File: config.mk
export PLATFORM = sky130hd
export DESIGN_NAME = i2c_arbiter
export DESIGN_NICKNAME = d
export VERILOG_FILES = /design/src/rtl/i2c_pkg.sv /design/src/rtl/i2c_arbiter_rr_pick.sv /design/src/rtl/i2c_arbiter.sv
export SDC_FILE = /design/constraint.sdc
export NUM_CORES = 1
export LEC_CHECK = 0
export BUFFER_PORTS_ARGS = -buffer_cell sky130_fd_sc_hd__buf_2
export CORE_MARGIN = 3
export CORE_UTILIZATION = 54
export DETAILED_ROUTE_END_ITERATION = 7
export GPL_TIMING_DRIVEN = 0
export PLACE_DENSITY = 0.95
export SYNTH_ARGS = -nofsm -noshare
export SYNTH_HDL_FRONTEND = slang
export SYNTH_SLANG_ARGS = --single-unit
File: constraint.sdc
create_clock -name clk -period 4.2 [get_ports clk]
set_input_delay 0.84 -clock clk [delete_from_list [all_inputs] [get_ports clk]]
set_output_delay 0.84 -clock clk [all_outputs]
set_load 0.1 [all_outputs]
File: src/rtl/i2c_pkg.sv
// Shared definitions for the i2c_ctrl arbiter: sequencer states, engine field widths
// and default timing parameters.
package i2c_pkg;

    localparam int I2C_AW = 7;
    localparam int REG_AW = 8;
    localparam int LEN_W  = 5;
    localparam int DAT_W  = 8;

    localparam int DIV_DEFAULT = 250;
    localparam int TMO_DEFAULT = 4095;

    typedef enum logic [2:0] {
        ST_IDLE,
        ST_LAUNCH,
        ST_BUSY,
        ST_ABORT,
        ST_RESP
    } state_t;

endpackage

File: src/rtl/i2c_arbiter_rr_pick.sv
// Combinational round-robin priority encoder: first set request at or after ptr,
// wrapping around, returned as one-hot, index and an any-request flag.
module rr_pick #(
    parameter int N  = 3,
    parameter int PW = 2
) (
    input  logic [N-1:0]  req,
    input  logic [PW-1:0] ptr,
    output logic [N-1:0]  onehot,
    output logic [PW-1:0] idx,
    output logic          any
);

    logic [PW-1:0] cand;

    always_comb begin
        onehot = '0;
        idx    = '0;
        any    = 1'b0;
        cand   = '0;
        for (int unsigned k = 0; k < N; k++) begin
            cand = PW'((32'(ptr) + k) % N);
            if (!any && req[cand]) begin
                any          = 1'b1;
                onehot[cand] = 1'b1;
                idx          = cand;
            end
        end
    end

endmodule

File: src/rtl/i2c_arbiter.sv
// Shares one i2c_ctrl engine among NREQ requesters: round-robin capture, enable/strobe
// launch handshake, per-transaction watchdog and registered response back to the owner.
module i2c_arbiter
    import i2c_pkg::*;
#(
    parameter int NREQ = 3,
    parameter int DIV  = DIV_DEFAULT,
    parameter int TMO  = TMO_DEFAULT
) (
    input  logic                     clk,
    input  logic                     rst,
    input  logic [NREQ-1:0]          req,
    input  logic [I2C_AW*NREQ-1:0]   req_i2c_addr,
    input  logic [NREQ-1:0]          req_rdwr,
    input  logic [REG_AW*NREQ-1:0]   req_reg_addr,
    input  logic [LEN_W*NREQ-1:0]    req_len,
    input  logic [DAT_W*NREQ-1:0]    req_wrdata,
    output logic [NREQ-1:0]          gnt,
    output logic                     rsp_valid,
    output logic [DAT_W-1:0]         rsp_rddata,
    output logic                     rsp_nack,
    output logic                     rsp_timeout,
    output logic                     i2c_strobe,
    output logic                     i2c_enable,
    output logic [I2C_AW-1:0]        i2c_addr,
    output logic                     reg_rdwr,
    output logic [REG_AW-1:0]        reg_addr,
    output logic [LEN_W-1:0]         reg_len,
    output logic [DAT_W-1:0]         reg_wrdata,
    output logic                     ctrl_arst_n,
    input  logic                     reg_done,
    input  logic                     i2c_ack,
    input  logic [DAT_W-1:0]         reg_rddata
);

    localparam int PW = (NREQ > 1) ? $clog2(NREQ) : 1;
    localparam int DW = $clog2(DIV);
    localparam int TW = 16;

    state_t            state, state_nxt;
    logic [DW-1:0]     div_cnt;
    logic [TW-1:0]     wd_cnt;
    logic              abort_cnt;
    logic [PW-1:0]     ptr, win;
    logic [NREQ-1:0]   pick_onehot;
    logic [PW-1:0]     pick_idx;
    logic              pick_any;
    logic [I2C_AW-1:0] sel_addr;
    logic              sel_rdwr;
    logic [REG_AW-1:0] sel_reg;
    logic [LEN_W-1:0]  sel_len;
    logic [DAT_W-1:0]  sel_wrdata;
    logic              launched;

    rr_pick #(.N(NREQ), .PW(PW)) u_pick (
        .req    (req),
        .ptr    (ptr),
        .onehot (pick_onehot),
        .idx    (pick_idx),
        .any    (pick_any)
    );

    always_comb begin
        sel_addr   = '0;
        sel_rdwr   = 1'b0;
        sel_reg    = '0;
        sel_len    = '0;
        sel_wrdata = '0;
        for (int unsigned i = 0; i < NREQ; i++) begin
            if (pick_onehot[i]) begin
                sel_addr   = req_i2c_addr[i*I2C_AW +: I2C_AW];
                sel_rdwr   = req_rdwr[i];
                sel_reg    = req_reg_addr[i*REG_AW +: REG_AW];
                sel_len    = req_len[i*LEN_W +: LEN_W];
                sel_wrdata = req_wrdata[i*DAT_W +: DAT_W];
            end
        end
    end

    // Free-running bit-tick; the registered pulse follows count 0 by one clock.
    always_ff @(posedge clk) begin
        if (rst) begin
            div_cnt    <= '0;
            i2c_strobe <= 1'b0;
        end else begin
            div_cnt    <= (div_cnt == DW'(DIV - 1)) ? '0 : div_cnt + 1'b1;
            i2c_strobe <= (div_cnt == '0);
        end
    end

    assign launched = i2c_strobe && i2c_enable;

    always_ff @(posedge clk) begin
        if (rst) state <= ST_IDLE;
        else     state <= state_nxt;
    end

    // IDLE holds off while rsp_valid is up so the owner can drop req before the next pick.
    always_comb begin
        state_nxt = state;
        case (state)
            ST_IDLE:   if (!rsp_valid && pick_any) state_nxt = ST_LAUNCH;
            ST_LAUNCH: if (launched) state_nxt = ST_BUSY;
            ST_BUSY: begin
                if (reg_done)                   state_nxt = ST_RESP;
                else if (wd_cnt == TW'(TMO))    state_nxt = ST_ABORT;
            end
            ST_ABORT:  if (abort_cnt) state_nxt = ST_RESP;
            ST_RESP:   state_nxt = ST_IDLE;
            default:   state_nxt = ST_IDLE;
        endcase
    end

    always_ff @(posedge clk) begin
        if (rst) begin
            gnt         <= '0;
            rsp_valid   <= 1'b0;
            rsp_rddata  <= '0;
            rsp_nack    <= 1'b0;
            rsp_timeout <= 1'b0;
            i2c_enable  <= 1'b0;
            i2c_addr    <= '0;
            reg_rdwr    <= 1'b0;
            reg_addr    <= '0;
            reg_len     <= '0;
            reg_wrdata  <= '0;
            ctrl_arst_n <= 1'b1;
            ptr         <= '0;
            win         <= '0;
            wd_cnt      <= '0;
            abort_cnt   <= 1'b0;
        end else begin
            case (state)
                ST_IDLE: begin
                    rsp_valid <= 1'b0;
                    if (rsp_valid) begin
                        gnt <= '0;
                    end else if (pick_any) begin
                        gnt        <= pick_onehot;
                        win        <= pick_idx;
                        i2c_addr   <= sel_addr;
                        reg_rdwr   <= sel_rdwr;
                        reg_addr   <= sel_reg;
                        reg_len    <= (sel_len == '0) ? LEN_W'(1) : sel_len;
                        reg_wrdata <= sel_wrdata;
                        i2c_enable <= 1'b1;
                    end
                end
                ST_LAUNCH: begin
                    if (launched) begin
                        i2c_enable <= 1'b0;
                        wd_cnt     <= '0;
                    end
                end
                ST_BUSY: begin
                    if (i2c_strobe) wd_cnt <= wd_cnt + 1'b1;
                    if (reg_done) begin
                        rsp_rddata  <= reg_rddata;
                        rsp_nack    <= i2c_ack;
                        rsp_timeout <= 1'b0;
                    end else if (wd_cnt == TW'(TMO)) begin
                        ctrl_arst_n <= 1'b0;
                        abort_cnt   <= 1'b0;
                    end
                end
                ST_ABORT: begin
                    abort_cnt <= 1'b1;
                    if (abort_cnt) begin
                        ctrl_arst_n <= 1'b1;
                        rsp_timeout <= 1'b1;
                        rsp_nack    <= 1'b1;
                        rsp_rddata  <= '0;
                    end
                end
                ST_RESP: begin
                    rsp_valid <= 1'b1;
                    ptr       <= (win == PW'(NREQ - 1)) ? '0 : win + 1'b1;
                end
                default: ;
            endcase
        end
    end

endmodule

==> run metrics <==
status=finished clean; WP data arrival=3.09 ns; GR Overflow Total=0; I/O Pins=148; I/O Buffers=147; drt first pass iters=5; largest net degree at the start of global routing=17; Final TNS setup=0 ns; Post-synth ARST share=0%; initial antenna violation count=0; synthesized cell area=4190 sq um; Post-CTS Resized=0; Initial Util=56.8%; pre-CTS setup slack=1.32 ns; detailed placer's ending HPWL=9470 microns; hold_sp=i2c_addr[1]; fmax=0.356 GHz; die width=94.1 microns; layout cell share with drive strength beyond 1=30.5%; Hold WC Path Type=reg2reg; Worst setup SP type=register; Fin. Hold Viols=0; H-tree Lvls=3; first-pass GRT wire length=20300 microns; Ant. Diodes=0; Worst EP required=4.49 ns; WHS Path Cells=2; TritonCTS clock tree=done; Area contributors post-synth=dfxtp_1 (37%), a21oi_1 (7.6%), a21o_1 (4.5%); CP Capture Type=register; Crit path top cell by count=o21ai_0; Routed Antenna Nets=0; Slowest cell on crit path=dfxtp_1; Nets=778; Worst Skew=0.0154 ns; CTS Buf Count=9; P&R area growth vs syn=25.0%; grt met2 use=48.4%; CTS root buf=clkbuf_8; R2R setup slack=1.39 ns; Core Area=7370 sq um; final setup vio count=0; Synth top area share=37.3%; Cell Rows=31; GRT met1 Usage=35.4%; Clk Latency, worst-skew pair=0.36 ns; CP cell instances=inv_1 -> ha_1 -> buf_4 -> o21ai_0 -> a2111oi_4 -> nor3_4 -> clkbuf_1 -> o21ai_0 -> a21o_1 -> a21oi_1; CP Max Fanout=10; RSZ-0062 raised after global routing=false; post-synthesis sequential area ratio=37.3%; fin crit period=2.81 ns; Crit Path Category=reg2reg; CTS Hold Bufs=0; Synth Instances=510; Peak VDD IR=440 uV; # Post-CTS Setup Buffers=0; Critical R2R Launch=ptr[0]; max cap viols=0; WL/cell=15.9 microns; Leak=0.00222 uW; Final GP Congestion=0.916; GR Util All Layers=28.6%; synth warn=0; reg2reg end=reg_addr[0]; count leader, synth=dfxtp_1; worst slew pin tran=0.921 ns; routing usage on met3=5.77%; Die H=94.1 microns; Clock Tree Buf Depth=2; reg2reg path depth=10; vias in the first global route=4406; grt peak-use layer=met2; Post-synth top cells=dfxtp_1 (78), a21oi_1 (64), nor2_1 (50), nand2_1 (39), nand3_1 (36); total power divided by cell area=625 nW/um^2; final routed DRC violation total=0; Mean Syn Cell Area=8.21 sq um; most used flip-flop cell after synthesis=dfxtp_1; Slew HR=38.1%; die area=8850 sq um; fin. max-slew vios=0; clock transition at the registers of the reported paths=0.09 ns; synth unique cells=63; Seq cells post-synth=78; synthesized net count=620; PnR worst setup slack=1.39 ns; DR iter-0 viols=369; Yosys top cell by area=dfxtp_1; slowest cell delay on critical path=0.40 ns; Worst Hold End=i2c_addr[1]; CTS sink cnt=78; final period utilization=66.8%; Post-synth EDFFs=0; Vias=4520; Via density=5.85; routed wire length=12300 microns
placed cells by master, fill, tap and decap left out, types with 3 or more instances in the layout:
| master | instances |
|---|---|
| clkbuf_1 | 11 |
| buf_2 | 154 |
| a22oi_1 | 11 |
| clkbuf_8 | 9 |
| buf_4 | 5 |
| nor2_4 | 10 |
| xnor2_1 | 8 |
| buf_1 | 4 |
| buf_6 | 5 |
| nand3b_1 | 3 |
| ha_1 | 8 |
| mux2i_1 | 3 |
| or3_1 | 4 |
| xor2_1 | 11 |
| nor2_1 | 50 |
| inv_6 | 3 |
| a21oi_1 | 64 |
| nand3_1 | 36 |
| a211oi_1 | 7 |
| and3_1 | 7 |
| nand2b_1 | 5 |
| a21o_1 | 25 |
| a221oi_1 | 3 |
| nand4_1 | 6 |
| o21ai_0 | 32 |
| inv_1 | 18 |
| o31ai_1 | 3 |
| dfxtp_1 | 78 |
| clkinvlp_4 | 3 |
| nor3_1 | 6 |
| nand2_1 | 39 |
layout make-up:
class	instances	area (sq um)
buffer	33	205
clock buffer	9	124
clock inverter	7	65.1
fill	573	2130
inverter	19	71.3
multi-input combinational	380	2350
sequential	78	1560
tap	99	124
timing repair buffer	147	736
kinds of logic after synthesis:
family	share of synthesized area [%]
and+or+nand+nor	22.9
AOI/OAI and AO/OA	25.1
DFF	37.3
buffers and inverters	6.60
xor gates and xnor gates	3.97
adders and majority gates	2.39
muxes	1.79
how the worst max path moves through the flow:
stage	end	depth (start not counted)	slack, ns	from
final	reg_addr[0]	10	1.39	ptr[0]
after global routing	reg_addr[3]	12	1.18	ptr[0]
after CTS	reg_addr[0]	10	1.44	ptr[0]
after detailed placement	reg_addr[0]	9	1.32	req[1]
after global placement	reg_len[3]	8	1.36	req[2]
after floorplan	i2c_enable	8	1.71	req[2]
power breakdown:
| part | total, uW | internal [uW] | leakage (uW) | switching [uW] |
|---|---|---|---|---|
| combinational | 1800 | 459 | 0.00150 | 1340 |
| sequential | 938 | 861 | 0.000636 | 77.0 |
| clock | 532 | 225 | 0.0000856 | 307 |
routing by layer:
layer  wire (microns)  part of all wire (%)
met3              939                   7.6
met1             4800                    39
met2             6210                    51
met4              333                   2.7
met5                0                     0
through the flow:
stage          instances  hold slack (ns)  total power, uW  instance area (sq um)  utilization, %
2_1_floorplan        510            0.445             2380                   4190               -
3_3_place_gp         756            0.442             2700                   5050            68.5
3_5_place_dp         756            0.446             2730                   5050            68.5
4_1_cts              772            0.459             3260                   5240            71.1
5_1_grt              772            0.476             3440                   5240            71.1
6_report             772            0.458             3270                   5240            71.1
state kept, by name, summed over array words and instances, names as in the netlist, 2 cells and up:
| name | flops |
|---|---|
| wd_cnt | 16 |
| div_cnt | 8 |
| reg_addr | 8 |
| reg_wrdata | 8 |
| rsp_rddata | 8 |
| i2c_addr | 7 |
| reg_len | 5 |
| gnt | 3 |
| state | 3 |
| ptr | 2 |
| win | 2 |
worst max-delay path: cells and delay by family (launching register included):
kind / cells / cell delay, ns
simple gates: 1 / 0.32
buf+inv: 3 / 0.62
flops: 1 / 0.40
fa+ha+maj: 1 / 0.31
compound gates: 5 / 1.08
Power figures use the tool's default switching activity.
